`config.mk`:
```
export PLATFORM = sky130hd
export DESIGN_NAME = truth_table_sweeper_flat
export DESIGN_NICKNAME = d
export VERILOG_FILES = /design/src/rtl/truth_table_sweeper_if.sv /design/src/rtl/truth_table_sweeper.sv /design/src/flat_wrapper.sv
export SDC_FILE = /design/constraint.sdc
export NUM_CORES = 1
export LEC_CHECK = 0
export ABC_AREA = 1
export BUFFER_PORTS_ARGS = -buffer_cell sky130_fd_sc_hd__buf_2
export CORE_MARGIN = 2
export CORE_UTILIZATION = 55
export CTS_CLUSTER_SIZE = 20
export DETAILED_ROUTE_END_ITERATION = 8
export HOLD_SLACK_MARGIN = 0.1
export PLACE_DENSITY = 0.78
export SLEW_MARGIN = 30
export SYNTH_ARGS = -nofsm -noshare
export SYNTH_HDL_FRONTEND = slang
export SYNTH_SLANG_ARGS = --single-unit
export TNS_END_PERCENT = 1
```
`constraint.sdc`:
```
create_clock -name clk -period 12.1 [get_ports clk]
set_clock_uncertainty 0.1 [all_clocks]
set_input_delay 1.815 -clock clk [delete_from_list [all_inputs] [get_ports clk]]
set_output_delay 1.815 -clock clk [all_outputs]
set_load 0.01 [all_outputs]
```
`src/rtl/truth_table_sweeper_if.sv`:
```
// Stimulus/result bundle between the sweeper and the block under test.
// The sweeper takes the slave side; the environment drives start and f_in.
interface truth_table_sweeper_if;
  logic        start;
  logic        f_in;
  logic [3:0]  abcd;
  logic        busy;
  logic        done;
  logic        pass;
  logic [15:0] tt;
  logic [4:0]  mism_cnt;
  logic [3:0]  first_err;

  modport slave (
    input  start, f_in,
    output abcd, busy, done, pass, tt, mism_cnt, first_err
  );

  modport master (
    output start, f_in,
    input  abcd, busy, done, pass, tt, mism_cnt, first_err
  );
endinterface

```
`src/rtl/truth_table_sweeper.sv`:
```
// Walks all 16 {A,B,C,D} vectors through a 4-input function block, captures F
// into a truth table and grades it against EXPECTED.
module truth_table_sweeper #(
  parameter logic [15:0] EXPECTED = 16'h0DD0,
  parameter int unsigned SETTLE   = 1
) (
  input  logic                        clk,
  input  logic                        rst,
  truth_table_sweeper_if.slave        bus
);
  typedef enum logic [1:0] {IDLE, DRIVE, CHECK, DONE} state_t;

  localparam logic [3:0] SETTLE_W = 4'(SETTLE);

  state_t      state, state_nx;
  logic [3:0]  idx, cnt;
  logic [15:0] tt;
  logic        busy, done, pass;
  logic [4:0]  mism;
  logic [3:0]  ferr;
  logic        accept, sample, last;
  logic [15:0] diff;
  logic [4:0]  pc;
  logic [3:0]  lo;

  assign accept = ((state == IDLE) || (state == DONE)) && bus.start;
  assign sample = (state == DRIVE) && (cnt == SETTLE_W);
  assign last   = sample && (idx == 4'hF);

  always_ff @(posedge clk) begin
    if (rst) state <= IDLE;
    else     state <= state_nx;
  end

  always_comb begin
    state_nx = state;
    case (state)
      IDLE, DONE: if (bus.start) state_nx = DRIVE;
      DRIVE:      if (last)      state_nx = CHECK;
      CHECK:                     state_nx = DONE;
      default:                   state_nx = IDLE;
    endcase
  end

  // Grading logic; only consumed during the single CHECK cycle.
  always_comb begin
    diff = tt ^ EXPECTED;
    pc   = '0;
    lo   = '0;
    for (int k = 15; k >= 0; k--) begin
      pc = pc + 5'(diff[k]);
      if (diff[k]) lo = 4'(k);
    end
  end

  always_ff @(posedge clk) begin
    if (rst) begin
      idx  <= '0;
      cnt  <= '0;
      tt   <= '0;
      busy <= 1'b0;
      done <= 1'b0;
      pass <= 1'b0;
      mism <= '0;
      ferr <= '0;
    end else if (accept) begin
      idx  <= '0;
      cnt  <= '0;
      tt   <= '0;
      busy <= 1'b1;
      done <= 1'b0;
      pass <= 1'b0;
      mism <= '0;
      ferr <= '0;
    end else if (state == DRIVE) begin
      if (sample) begin
        tt[idx] <= bus.f_in;
        cnt     <= '0;
        // idx parks at 15 after the last sample so abcd holds 4'hF
        if (!last) idx <= idx + 4'd1;
      end else begin
        cnt <= cnt + 4'd1;
      end
    end else if (state == CHECK) begin
      mism <= pc;
      ferr <= lo;
      pass <= (diff == 16'h0000);
      busy <= 1'b0;
      done <= 1'b1;
    end
  end

  assign bus.abcd      = idx;
  assign bus.busy      = busy;
  assign bus.done      = done;
  assign bus.pass      = pass;
  assign bus.tt        = tt;
  assign bus.mism_cnt  = mism;
  assign bus.first_err = ferr;
endmodule

```
`src/flat_wrapper.sv`:
```
// flat-port wrapper written by rule: the top's interface ports become plain ports
module truth_table_sweeper_flat 
#(
  parameter logic [15:0] EXPECTED = 16'h0DD0,
  parameter int unsigned SETTLE   = 1
)
  (clk, rst, bus_start, bus_f_in, bus_abcd, bus_busy, bus_done, bus_pass, bus_tt, bus_mism_cnt, bus_first_err);
  truth_table_sweeper_if bus_i ();
  input  logic clk;
  input  logic rst;
  input wire logic [$bits(bus_i.start)-1:0] bus_start;
  input wire logic [$bits(bus_i.f_in)-1:0] bus_f_in;
  output wire logic [$bits(bus_i.abcd)-1:0] bus_abcd;
  output wire logic [$bits(bus_i.busy)-1:0] bus_busy;
  output wire logic [$bits(bus_i.done)-1:0] bus_done;
  output wire logic [$bits(bus_i.pass)-1:0] bus_pass;
  output wire logic [$bits(bus_i.tt)-1:0] bus_tt;
  output wire logic [$bits(bus_i.mism_cnt)-1:0] bus_mism_cnt;
  output wire logic [$bits(bus_i.first_err)-1:0] bus_first_err;
  assign bus_i.start = bus_start;
  assign bus_i.f_in = bus_f_in;
  assign bus_abcd = bus_i.abcd;
  assign bus_busy = bus_i.busy;
  assign bus_done = bus_i.done;
  assign bus_pass = bus_i.pass;
  assign bus_tt = bus_i.tt;
  assign bus_mism_cnt = bus_i.mism_cnt;
  assign bus_first_err = bus_i.first_err;
  truth_table_sweeper #(.EXPECTED(EXPECTED), .SETTLE(SETTLE)) u_core (.clk(clk), .rst(rst), .bus(bus_i));
endmodule
```
==> results.md, run 1 <==
Status:
- The run finished with clean final reports.

Timing:
- The count of final max-slew check failures was 0.
- The part of the cycle the worst path needs is 33.64%.
- For the pin with the worst max-slew slack, the measured transition is 0.7529 ns.
- The highest achievable clock rate is 245.7 MHz.
- The post-route minimum period is 4.071 ns.
- Setup repair after global routing left no endpoint under its margin.
- The number of setup violations in the final report is 0.
- The worst max-slew margin expressed relative to the limit is 49.50%.
- The setup total negative slack is 0 ns.
- The number of hold violations in the final report is 0.

Route:
- The routed wire length on met2 is 2065 µm.
- In this run, the number of DRC markers left after iteration 0 of detailed routing was 111.
- The remaining antenna violation count after routing is 0.
- For this run, design rule violations remaining after detail routing come to 0.
- The total number of vias is 1912.
- Signal routing reaches up to met4.
- Summed over all nets, wire length on met3 after detailed routing comes to 295 µm.
- The wire length per cell after detailed routing is 12.42 µm.
- In the routed layout, each cell is associated on average with a via count of 5.210.
- The aggregate routed wire length is 4558 µm.
- For this block, wires on met1 add up to 2135 µm.
- The first detailed-routing pass took 4 iterations.

Synth:
- The cell area that synthesis handed to floorplanning was 0.002176 mm².
- Counting flops with an async set or reset pin after synthesis yields a share of 0%.
- Summing the areas of all compound-gate instances in the mapped netlist gives 14.61% of the synthesized area.
- Yosys mapped a number of flops with a built-in enable equal to 0.
- After Yosys synthesis, full adders, half adders and majority gates account for 18.40% of the synthesized area.
- The net count after synthesis is 311.
- After synthesis, the netlist uses 29 different library cells.
- The Yosys step of the flow raised 0 warnings.
- After synthesis the netlist holds a flip-flop and latch count of 38.
- The register area share after synthesis is 34.96%.
- Synthesis produced 281 cells.
- In the synthesized netlist the dominant register cell turns out to be sky130_fd_sc_hd__dfxtp_1.
- After synthesis, the largest family of logic cells by area is simple AND/OR/NAND/NOR gates.
- The biggest area contributor in the post-synthesis netlist is sky130_fd_sc_hd__dfxtp_1.
- After synthesis, the mean cell area works out to 7.743 µm².
- Ranked by total cell area, the synthesized netlist is headed by sky130_fd_sc_hd__dfxtp_1 35%, sky130_fd_sc_hd__fa_1 9.2%, sky130_fd_sc_hd__ha_1 9.2%.
- Of the total synthesized cell area, the portion taken by AND, OR, NAND and NOR gates is 21.16%.
- The area share of the largest cell type after synthesis is 34.96%.
- The most frequently used cell type in the post-synthesis netlist is sky130_fd_sc_hd__inv_1.
- Sorting the synthesized cells by how often they occur yields 47 x sky130_fd_sc_hd__inv_1, 45 x sky130_fd_sc_hd__nand2_1, 38 x sky130_fd_sc_hd__dfxtp_1.
- After Yosys synthesis, XOR and XNOR cells account for 1.208% of the synthesized area.
- The mux share of post-synthesis cell area is 0%.

Floorplanning:
- The number of placement rows is 22.
- In this run the standard cell core region covers 0.003744 mm².
- The die covers 0.004475 mm².
- The initial utilization of the core area, before any placement, comes to 58.12%.
- The chip height is 66.90 µm.
- 36 I/O pins were placed.
- The die is 66.90 µm wide.

Cells and area:
- Measured on the finished design, the core utilization comes to 67.58%.
- The combined area of the multi-input logic cells is 0.001205 mm².
- Counting the fill cells in the layout gives 321.
- The count of nets after finishing is 348.
- In the final layout, the share of cells above drive strength 1 is 16.61%.
- The synthesis-to-finish area growth is 16.27%.
- The sequential standard cell area is 760.7 µm².
- The count of antenna diodes in the layout is 0.

CTS:
- The number of buffers between clock root and the deepest sink is 2.
- The clock sink count is 38.
- Once the clock tree was built, the resizer swapped 0 gates to a different size.
- The count of H-tree levels built during CTS is 2.
- After clock tree synthesis, the clock-pin slew on the worst setup and hold paths is 0.08 ns.
- After clock tree synthesis, the setup repair step added 0 buffers.
- The root buffer cell chosen for the clock tree is sky130_fd_sc_hd__clkbuf_8.
- For the worst-skew pair, the clock arrives at the later sink with an insertion delay of 0.30 ns.
- The TritonCTS clock tree is done.
- For this design, the CTS-stage hold fixing added 0 buffers.
- The number of clock buffers added by TritonCTS is 5.

Worst setup path:
- The kind of start point of the critical path is a flip-flop.
- Together, buffers and inverters on the worst path number 5.
- The worst endpoint required time is 12.16 ns.
- The delay of the slowest cell on the worst path is 0.51 ns.
- The cell family contributing the most delay on the critical path is adder cells.
- Traced cell by cell, the critical path runs through inv_1, ha_1, fa_1, inv_1, fa_1, fa_1, inv_1, fa_1, inv_1, fa_1, inv_1, fa_1, nand2_1, a21oi_1.
- The number of cells on the worst reg-to-reg path is 14.
- The worst setup path is of the reg -> reg kind.
- The critical path capture point type is a flip-flop.
- Along the worst path, the maximum fanout reaches 4.
- The cell type of the slowest stage on the worst timing path is sky130_fd_sc_hd__fa_1.
- Data arrives at the worst endpoint at 4.13 ns.
- Among the stages of the critical path, the cell type that occurs most often is sky130_fd_sc_hd__fa_1.
- The count of cell instances traversed by the critical path is 14.

Placed design:
- The wire-length estimate of the detail-placed layout is 3396 µm.
- The count of input and output buffers is 35.
- The congestion estimate from routability-driven global placement came to 0.9438.

GRT:
- Summed over all layers, the global routing overflow is 0.
- The all-layer global routing usage is 22.81%.
- The number of antenna violations at the first check in global routing is 0.
- Entering global routing, the biggest net connects 27 pins.
- The via count of the first global-routing pass is 1656.
- The first-pass GRT wire length is 7596 µm.

Power:
- The ratio of total power to cell area is 138.0 mW/mm².
- The worst voltage drop across the vdd grid is 0.0001037 V.
- The analysis attributes to cell leakage a power of 1.162 nW.

Worst hold path:
- The hold-critical path depth is 2.
- The path class of the tightest hold or removal check is reg -> reg.

Flow run:
- The max-capacitance violation count is 0.
stage by stage:
stage / cells / setup slack, ns / cell area, µm² / total power, mW / hold slack (ns)
4_1_cts: 367 / 7.995 / 2530 / 0.3523 / 0.3631
6_report: 367 / 8.029 / 2530 / 0.3490 / 0.3588
5_1_grt: 367 / 7.826 / 2530 / 0.3700 / 0.3785
3_5_place_dp: 359 / 8.018 / 2392 / 0.2214 / 0.3511
3_3_place_gp: 359 / 8.113 / 2392 / 0.2197 / 0.3497
2_1_floorplan: 281 / 8.109 / 2176 / 0.2020 / 0.3411
cell families after synthesis:
kind of cell	Yosys count
buffers and inverters	55
AO/OA/AOI/OAI	60
flip-flops	38
AND/OR/NAND/NOR	99
XOR/XNOR	3
adder cells (fa/ha/maj)	26
metal layers:
metal	global-route usage, %	up-vias
met4	7.653	0
li1	-	978
met1	30.26	868
met5	0	-
met2	36.13	59
met3	5.743	7
sequential cells by signal, indices dropped and copies added (netlist names):
register	count
u_core.bus.tt	16
u_core.bus.done	1
u_core.bus.pass	1
u_core.bus.mism_cnt	5
u_core.bus.abcd	4
u_core.bus.first_err	4
u_core.cnt	4
u_core.bus.busy	1
u_core.state	2
path summary, 6_finish.rpt:
path                                                           from                                  end  slack [ns]
worst max register to register       u_core.bus.tt[15]$_SDFFE_PP0P_  u_core.bus.mism_cnt[1]$_SDFFE_PP0P_        8.03
worst max-delay path                 u_core.bus.tt[15]$_SDFFE_PP0P_  u_core.bus.mism_cnt[1]$_SDFFE_PP0P_        8.03
worst min register to register  u_core.bus.mism_cnt[0]$_SDFFE_PP0P_  u_core.bus.mism_cnt[0]$_SDFFE_PP0P_        0.36
worst min-delay path            u_core.bus.mism_cnt[0]$_SDFFE_PP0P_  u_core.bus.mism_cnt[0]$_SDFFE_PP0P_        0.36
tightest hold or removal path: cells and delay by family (launching register included):
family,cells,cell delay (ns)
AO/OA/AOI/OAI,1,0.05
flip-flops,1,0.31
AND/OR/NAND/NOR,1,0.06
power breakdown:
group | switching [mW] | internal, mW | leakage (nW)
combinational | 0.0493 | 0.0253 | 0.787
sequential | 0.00774 | 0.136 | 0.307
clock | 0.0479 | 0.0826 | 0.0683
layout make-up:
class,instances,share of cell area [%]
multi-input cells,188,47.63
flip-flops and latches,38,30.07
inverters,50,7.567
repair buffers,35,6.924
clock buffers,5,2.720
clock inverters,3,2.720
well taps,48,2.374
layout by cell type, fill, tap and decap left out, types with 2 or more instances in the layout:
cell type,instances
sky130_fd_sc_hd__inv_1,47
sky130_fd_sc_hd__nand2_1,45
sky130_fd_sc_hd__dfxtp_1,38
sky130_fd_sc_hd__buf_2,35
sky130_fd_sc_hd__a21oi_1,30
sky130_fd_sc_hd__o21ai_0,22
sky130_fd_sc_hd__nand3_1,20
sky130_fd_sc_hd__nor2_1,19
sky130_fd_sc_hd__ha_1,16
sky130_fd_sc_hd__fa_1,10
sky130_fd_sc_hd__nor3_1,6
sky130_fd_sc_hd__clkbuf_8,5
sky130_fd_sc_hd__nand2_4,3
sky130_fd_sc_hd__nor2_2,2
sky130_fd_sc_hd__a211oi_1,2
sky130_fd_sc_hd__xor2_1,2
sky130_fd_sc_hd__bufinv_16,2
(Power assumes the default switching activity.)
==> inputs of run 2 (changes only) <==
==> constraint.sdc (replaced) <==
create_clock -name clk -period 4 [get_ports clk]
set_clock_uncertainty 0.1 [all_clocks]
set_input_delay 0.6 -clock clk [delete_from_list [all_inputs] [get_ports clk]]
set_output_delay 0.6 -clock clk [all_outputs]
set_load 0.01 [all_outputs]
==> run 2 against run 1 <==
Clock power is 110% higher. Critical path depth unchanged. Non-clock buffer count grew 7. Cell area is 1.2% higher. First-iteration DRC count grew 16%. Setup slack got worse by 8.0 ns. Combinational power grew to 3.1 times the previous value. Utilization is 0.80 points higher. Global-route usage rose by 1.1 points. Die area unchanged. Critical path type unchanged.
==> results.md, run 2 (same netlist as run 1, synthesis figures left out) <==
Route:
- The routed layout has 1948 vias.
- In this run the remaining antenna-violating nets after routing total 0.
- After detailed routing, the met3 layer carries 377 µm of wire.
- The routed wire length on met2 is 2311 µm.
- After the first detailed-routing iteration, the DRC count stood at 129.
- The detailed-route wire length on metal 1 is 2061 µm.
- In the routed layout, each cell is associated on average with a via count of 5.209.
- Before antenna repair, the detailed router went through 4 iterations.
- After detailed routing, no signal wire sits above met4.
- After detailed routing, the average wire length per cell comes to 12.89 µm.
- The aggregate routed wire length is 4820 µm.
- In the routed design, unresolved DRC markers number 0.

Power:
- The design draws 0.9420 mW.
- Across the VDD grid, the largest voltage drop is 0.0003024 V.
- Per report_power, the combinational group accounts for 24.5% of the total.
- The switching component of the power is 0.3137 mW.
- The leakage power figure is 1.183 nW.
- The cell internal power dissipation is 0.6284 mW.
- The clock network accounts for 29.6% of the total power.
- The proportion of power drawn by flip-flops and latches is 46.0%.
- The ratio of total power to cell area is 368.0 mW/mm².
- Of the total power, the share spent switching nets is 33.30%.

Placed design:
- The number of placed instances, taps included, is 366.
- The global placer's final weighted congestion is 0.9242.
- The placed standard-cell area is 0.002445 mm².
- Before CTS, the worst setup slack after placement is -0.03732 ns.
- The post-DP HPWL is 3594 µm.
- During placement, the flow inserted port buffers numbering 35.

GRT:
- The via count of the first global-routing pass is 1861.
- The number of antenna violations at the first check in global routing is 0.
- The first-pass GRT wire length is 8100 µm.
- Entering global routing, the biggest net connects 27 pins.
- Global routing finished with a remaining overflow of 0.
- In the global route stage, overall resource usage came out at 23.87%.

Timing:
- For this run, the top clock speed supported by timing is 253.8 MHz.
- The number of hold violations in the final report came to 0.
- The actual slew at the worst max-slew pin is 0.7589 ns.
- After layout, the worst path uses 98.52% of the clock period.
- The worst max-slew margin expressed relative to the limit is 49.09%.
- The post-route minimum period is 3.941 ns.
- The number of setup violations in the final report is 0.
- Setup repair after global routing could not meet its margin everywhere.
- The count of final max-slew check failures is 0.
- After layout, the worst setup slack is 0.05923 ns.

Cells and area:
- The register bank with the most flops is u_core.bus.tt.
- In the layout the commonest cells are 45 x sky130_fd_sc_hd__nand2_1, 43 x sky130_fd_sc_hd__inv_1, 36 x sky130_fd_sc_hd__dfxtp_1, 35 x sky130_fd_sc_hd__buf_2, 30 x sky130_fd_sc_hd__a21oi_1.
- The most common library cell in the layout ignoring fill and taps is sky130_fd_sc_hd__nand2_1.
- Cells with a size suffix above 1 make up 21.17% of the layout.
- The core occupancy in the finished layout is 68.38%.
- Counting the fill cells in the layout gives 325.
- The filler-free cell count of the finished design is 374.
- The cell area after layout is 0.002560 mm².
- The number of flip-flops in the largest register is 16.
- The count of antenna diodes in the layout is 0.
- The synthesis-to-finish area growth is 17.65%.
- At the end of the flow, the number of nets in the layout was 355.

Worst setup path:
- The worst setup path is launched from a flip-flop.
- The setup path with the least slack is of type reg -> reg.
- Data arrives at the worst endpoint at 4.00 ns.
- The critical path capture point type is a flip-flop.
- The maximum fanout along the worst path is 2.
- The depth of the worst register-to-register path is 14.
- For the worst setup path, the data required time is 4.06 ns.

CTS:
- TritonCTS built the clock tree.
- The tree is rooted in a sky130_fd_sc_hd__clkbuf_8.
- The number of buffers between clock root and the deepest sink is 2.
- The tree built by TritonCTS fans out to 38 sinks.
- The number of hold buffers added after CTS was 0.
- In this run, CTS created clock tree buffers numbering 5.
- The clock input transition at the sequential cells of the worst setup and hold paths is 0.07 ns.
- The count of H-tree levels built during CTS is 2.
- The clock latency on the worst-skew pair is 0.30 ns.

Status:
- The run finished with clean final reports.

Floorplanning:
- The die is 66.90 µm wide.
- After floorplanning, the core was divided into 22 placement rows.
- During I/O placement, the number of pins put on the boundary was 36.
- The effective utilization at floorplan is 58.12%.
- The chip height is 66.90 µm.
- The die covers 0.004475 mm².
- After floorplanning, the core was sized to cover 0.003744 mm².

Flow run:
- The tool flagged a number of max-cap violations equal to 0.

Worst hold path:
- The tightest min-delay check is of the reg -> reg type.
- The hold-critical path depth is 2.
==> run 2: cell type report <==
class / instances / area, µm² / area share [%]
Sequential cell: 38 / 763.2 / 29.81
Inverter: 50 / 191.4 / 7.478
Multi-Input combinational cell: 188 / 1222 / 47.75
Timing Repair Buffer: 42 / 227.7 / 8.895
Tap cell: 48 / 60.06 / 2.346
Clock buffer: 6 / 82.58 / 3.226
Clock inverter: 2 / 12.51 / 0.4888
==> run 2: worst max-delay path, cell delays in order (launching register included) <==
cell and delay [ns]:
sky130_fd_sc_hd__dfxtp_2 0.34, sky130_fd_sc_hd__inv_2 0.05, sky130_fd_sc_hd__ha_4 0.23, sky130_fd_sc_hd__fa_1 0.51, sky130_fd_sc_hd__inv_1 0.05, sky130_fd_sc_hd__fa_1 0.46, sky130_fd_sc_hd__fa_1 0.51, sky130_fd_sc_hd__inv_1 0.05
sky130_fd_sc_hd__fa_1 0.49, sky130_fd_sc_hd__inv_2 0.04, sky130_fd_sc_hd__fa_2 0.35, sky130_fd_sc_hd__inv_2 0.07, sky130_fd_sc_hd__fa_2 0.42, sky130_fd_sc_hd__nand2_1 0.08, sky130_fd_sc_hd__a21oi_1 0.06
==> run 2: power groups by stage <==
stage               clock network [mW]  logic, mW  registers, mW
finish                           0.279      0.230          0.433
global route                     0.300      0.267          0.438
CTS                              0.283      0.232          0.433
detailed placement                   0      0.228          0.442
global placement                     0      0.224          0.442
floorplan                            0      0.160          0.451
==> run 2: path summary, 6_finish.rpt <==
check                                   endpoint  slack [ns]                                 from
max          u_core.bus.mism_cnt[1]$_SDFFE_PP0P_        0.06       u_core.bus.tt[15]$_SDFFE_PP0P_
max reg2reg  u_core.bus.mism_cnt[1]$_SDFFE_PP0P_        0.06       u_core.bus.tt[15]$_SDFFE_PP0P_
min reg2reg  u_core.bus.mism_cnt[0]$_SDFFE_PP0P_        0.36  u_core.bus.mism_cnt[0]$_SDFFE_PP0P_
min          u_core.bus.mism_cnt[0]$_SDFFE_PP0P_        0.36  u_core.bus.mism_cnt[0]$_SDFFE_PP0P_
==> run 2: through the flow <==
stage	TNS, ns	hold slack (ns)
floorplan	0	0.3411
global placement	0	0.3492
detailed placement	-0.03732	0.3517
CTS	0	0.3626
finish	0	0.3604
global route	-0.05442	0.3757
==> run 2: per-layer routing <==
metal | GRT usage [%] | vias to the layer above
li1 | - | 986
met1 | 29.78 | 876
met2 | 39.75 | 77
met3 | 6.419 | 9
met4 | 7.908 | 0
met5 | 0 | -
==> run 2: repair_timing <==
item | CTS | global route
resized for setup | 3 | 7
setup buffers | 0 | 0
cloned | 0 | 0
pin swaps | 1 | 1
endpoints found under the setup margin | 2 | 4
==> inputs of run 3 (changes only) <==
==> constraint.sdc (replaced) <==
create_clock -name clk -period 4.4 [get_ports clk]
set_clock_uncertainty 0.1 [all_clocks]
set_input_delay 0.66 -clock clk [delete_from_list [all_inputs] [get_ports clk]]
set_output_delay 0.66 -clock clk [all_outputs]
set_load 0.01 [all_outputs]
==> run 3 against run 2 <==
Sequential cell count did not move. Largest cell class unchanged. First-iteration DRC count rose by 3.1%. Setup slack better by 0.27 ns. Highest routed layer unchanged. Cell area down 2.5%. Critical path depth is the same.
==> results.md, run 3 (same netlist as run 1, synthesis figures left out) <==
Timing:
- Setup repair after global routing left no endpoint under its margin.
- In this run the tightest slew margin relative to its limit is 52.63%.
- The minimum hold slack is 0.3584 ns.
- The number of setup violations in the final report is 0.
- The count of final max-slew check failures is 0.
- Derived from the worst setup path, the maximum achievable clock frequency is 245.5 MHz.
- The final critical path takes up 92.57% of the cycle.
- In the final timing run, aggregate negative setup slack is 0 ns.
- Once routing completed, OpenROAD measured the worst setup slack at 0.3270 ns.
- The number of hold violations in the final report was 0.
- Subtracting the final worst setup slack from the clock period gives 4.073 ns.
- For the pin with the worst max-slew slack, the measured transition is 0.7063 ns.

Route:
- In the detailed route, the total length drawn on met2 is 1956 µm.
- The wire length per cell after detailed routing is 12.26 µm.
- The routed design uses 301 µm of met3 wire.
- The remaining antenna violation count after routing is 0.
- After detailed routing, the number of vias per cell comes to 5.215.
- The detailed-route wire length on metal 1 is 2125 µm.
- The top layer used by detailed routing is met4.
- After the first detailed-routing iteration, the DRC count stood at 133.
- Before antenna repair, the detailed router went through 4 iterations.
- The post-detailed-route DRC marker count is 0.
- The total number of vias is 1919.
- Wires add up to 4512 µm.

Cells and area:
- In the layout the commonest cells are 47 x sky130_fd_sc_hd__inv_1, 45 x sky130_fd_sc_hd__nand2_1, 38 x sky130_fd_sc_hd__dfxtp_1, 35 x sky130_fd_sc_hd__buf_2, 30 x sky130_fd_sc_hd__a21oi_1.
- The most common library cell in the layout ignoring fill and taps is sky130_fd_sc_hd__inv_1.
- Fill cells in the final layout number 341.
- At the end of the flow, the number of nets in the layout was 349.
- The multi-input combinational cells in the finished layout cover a total of 0.001205 mm².
- The filler-free cell count of the finished design is 368.
- The count of antenna diodes in the layout is 0.
- The number of flip-flops in the largest register is 16.
- Compared with the post-synthesis result, the final layout area differs by 14.66%.
- Cells with a size suffix above 1 make up 16.88% of the layout.
- Across the whole layout, storage elements account for 760.7 µm².
- The register bank with the most flops is u_core.bus.tt.

Placed design:
- During placement, the flow inserted port buffers numbering 35.
- The global placer's final weighted congestion is 0.9366.
- The placed cell count is 360.
- Timing analysis after detailed placement gives a worst setup slack of 0.3560 ns.
- The HPWL after detailed placement is 3473 µm.

CTS:
- The clock tree synthesis step divided the H-tree into 2 levels.
- The clock sink count is 38.
- The number of hold buffers added after cts is 0.
- The TritonCTS clock tree is done.
- The number of gates resized after CTS was 0.
- After clock tree synthesis, the clock-pin slew on the worst setup and hold paths is 0.07 ns.
- Clock tree synthesis selected as its root buffer the cell sky130_fd_sc_hd__clkbuf_8.
- Clock tree synthesis inserted a total of 5 buffers.
- Post-CTS timing repair inserted 0 buffers for setup.
- The clock reaches the later pin of the worst-skew pair after 0.29 ns.
- Counting along the longest clock path gives a buffer depth of 2.

Worst setup path:
- Data on the critical path is required at its endpoint by 4.46 ns.
- The depth of the worst register-to-register path is 14.
- The worst setup path is captured at a flip-flop.
- The startpoint identified for the worst register-to-register timing path is u_core.bus.tt[14]$_SDFFE_PP0P_.
- Data arrives at the worst endpoint at 4.13 ns.
- Of all nets on the critical path, the largest fanout is 4.
- By startpoint and endpoint, the worst setup path is classified as reg -> reg.
- The worst setup path is launched from a flip-flop.
- The most critical setup path has its startpoint at u_core.bus.tt[14]$_SDFFE_PP0P_.

GRT:
- The first global-routing pass estimated 7659 µm of wire.
- The number of antenna violations at the first check in global routing was 0.
- After global routing the overflow that remains totals 0.
- The largest net degree at the start of global routing is 27.
- Global routing used 22.56% of the available tracks across all layers.
- The via count of the first global-routing pass is 1734.

Worst hold path:
- The worst min-delay path category is reg -> reg.
- The worst hold path passes through 2 cells.
- The startpoint identified for the worst hold timing path is u_core.bus.mism_cnt[0]$_SDFFE_PP0P_.

Floorplanning:
- After floorplanning, the core was sized to cover 0.003744 mm².
- The floorplan step set the die width to 66.90 µm.
- The floorplan has 22 rows.
- The chip height is 66.90 µm.
- The die outline area is 0.004475 mm².
- The I/O pin total is 36.
- For this configuration, the core starts out at a cell density of 58.12%.

Flow run:
- Max-cap violations in this run came to 0.

Power:
- VDD sags by at most 0.0002413 V.
- The ratio of total power to cell area is 340.7 mW/mm².
- The analysis attributes to cell leakage a power of 1.146 nW.

Status:
- The run finished with clean final reports.
==> run 3: worst max-delay path: stages, from the launching register on <==
cell and delay, ns:
sky130_fd_sc_hd__dfxtp_1 0.37, sky130_fd_sc_hd__inv_1 0.09, sky130_fd_sc_hd__ha_1 0.32, sky130_fd_sc_hd__fa_1 0.51, sky130_fd_sc_hd__inv_1 0.05, sky130_fd_sc_hd__fa_1 0.46, sky130_fd_sc_hd__fa_1 0.49, sky130_fd_sc_hd__inv_1 0.05
sky130_fd_sc_hd__fa_1 0.47, sky130_fd_sc_hd__inv_1 0.05, sky130_fd_sc_hd__fa_1 0.38, sky130_fd_sc_hd__inv_1 0.08, sky130_fd_sc_hd__fa_1 0.40, sky130_fd_sc_hd__nand2_1 0.08, sky130_fd_sc_hd__a21oi_1 0.06
==> run 3: per-layer routing <==
metal,track usage [%],vias up
met4,11.73,0
met5,0,-
met2,34.63,67
li1,-,980
met1,29.21,858
met3,5.574,14
==> run 3: final timing paths <==
kind,slack (ns),to
worst max-delay path,0.33,u_core.bus.mism_cnt[1]$_SDFFE_PP0P_
worst min-delay path,0.36,u_core.bus.mism_cnt[0]$_SDFFE_PP0P_
worst max register to register,0.33,u_core.bus.mism_cnt[1]$_SDFFE_PP0P_
worst min register to register,0.36,u_core.bus.mism_cnt[0]$_SDFFE_PP0P_
==> run 3: final cells by class <==
class                      instances  area share, %
tap                               48          2.407
multi-input combinational        188          48.30
clock buffer                       6          3.310
clock inverter                     2         0.5015
inverter                          50          7.673
sequential                        38          30.49
timing repair buffer              36          7.322
==> run 3: through the flow <==
| stage | utilization, % | cell area, µm² | total power, mW |
|---|---|---|---|
| 2_1_floorplan | - | 2176 | 0.5556 |
| 6_report | 66.64 | 2495 | 0.8500 |
| 3_3_place_gp | 64.10 | 2400 | 0.6039 |
| 5_1_grt | 66.64 | 2495 | 0.9102 |
| 4_1_cts | 66.64 | 2495 | 0.8595 |
| 3_5_place_dp | 64.10 | 2400 | 0.6103 |
==> run 3: power by group <==
| group | internal, mW | switching, mW |
|---|---|---|
| clock | 0.126 | 0.123 |
| combinational | 0.0701 | 0.136 |
| sequential | 0.375 | 0.0205 |
| total | 0.570 | 0.280 |
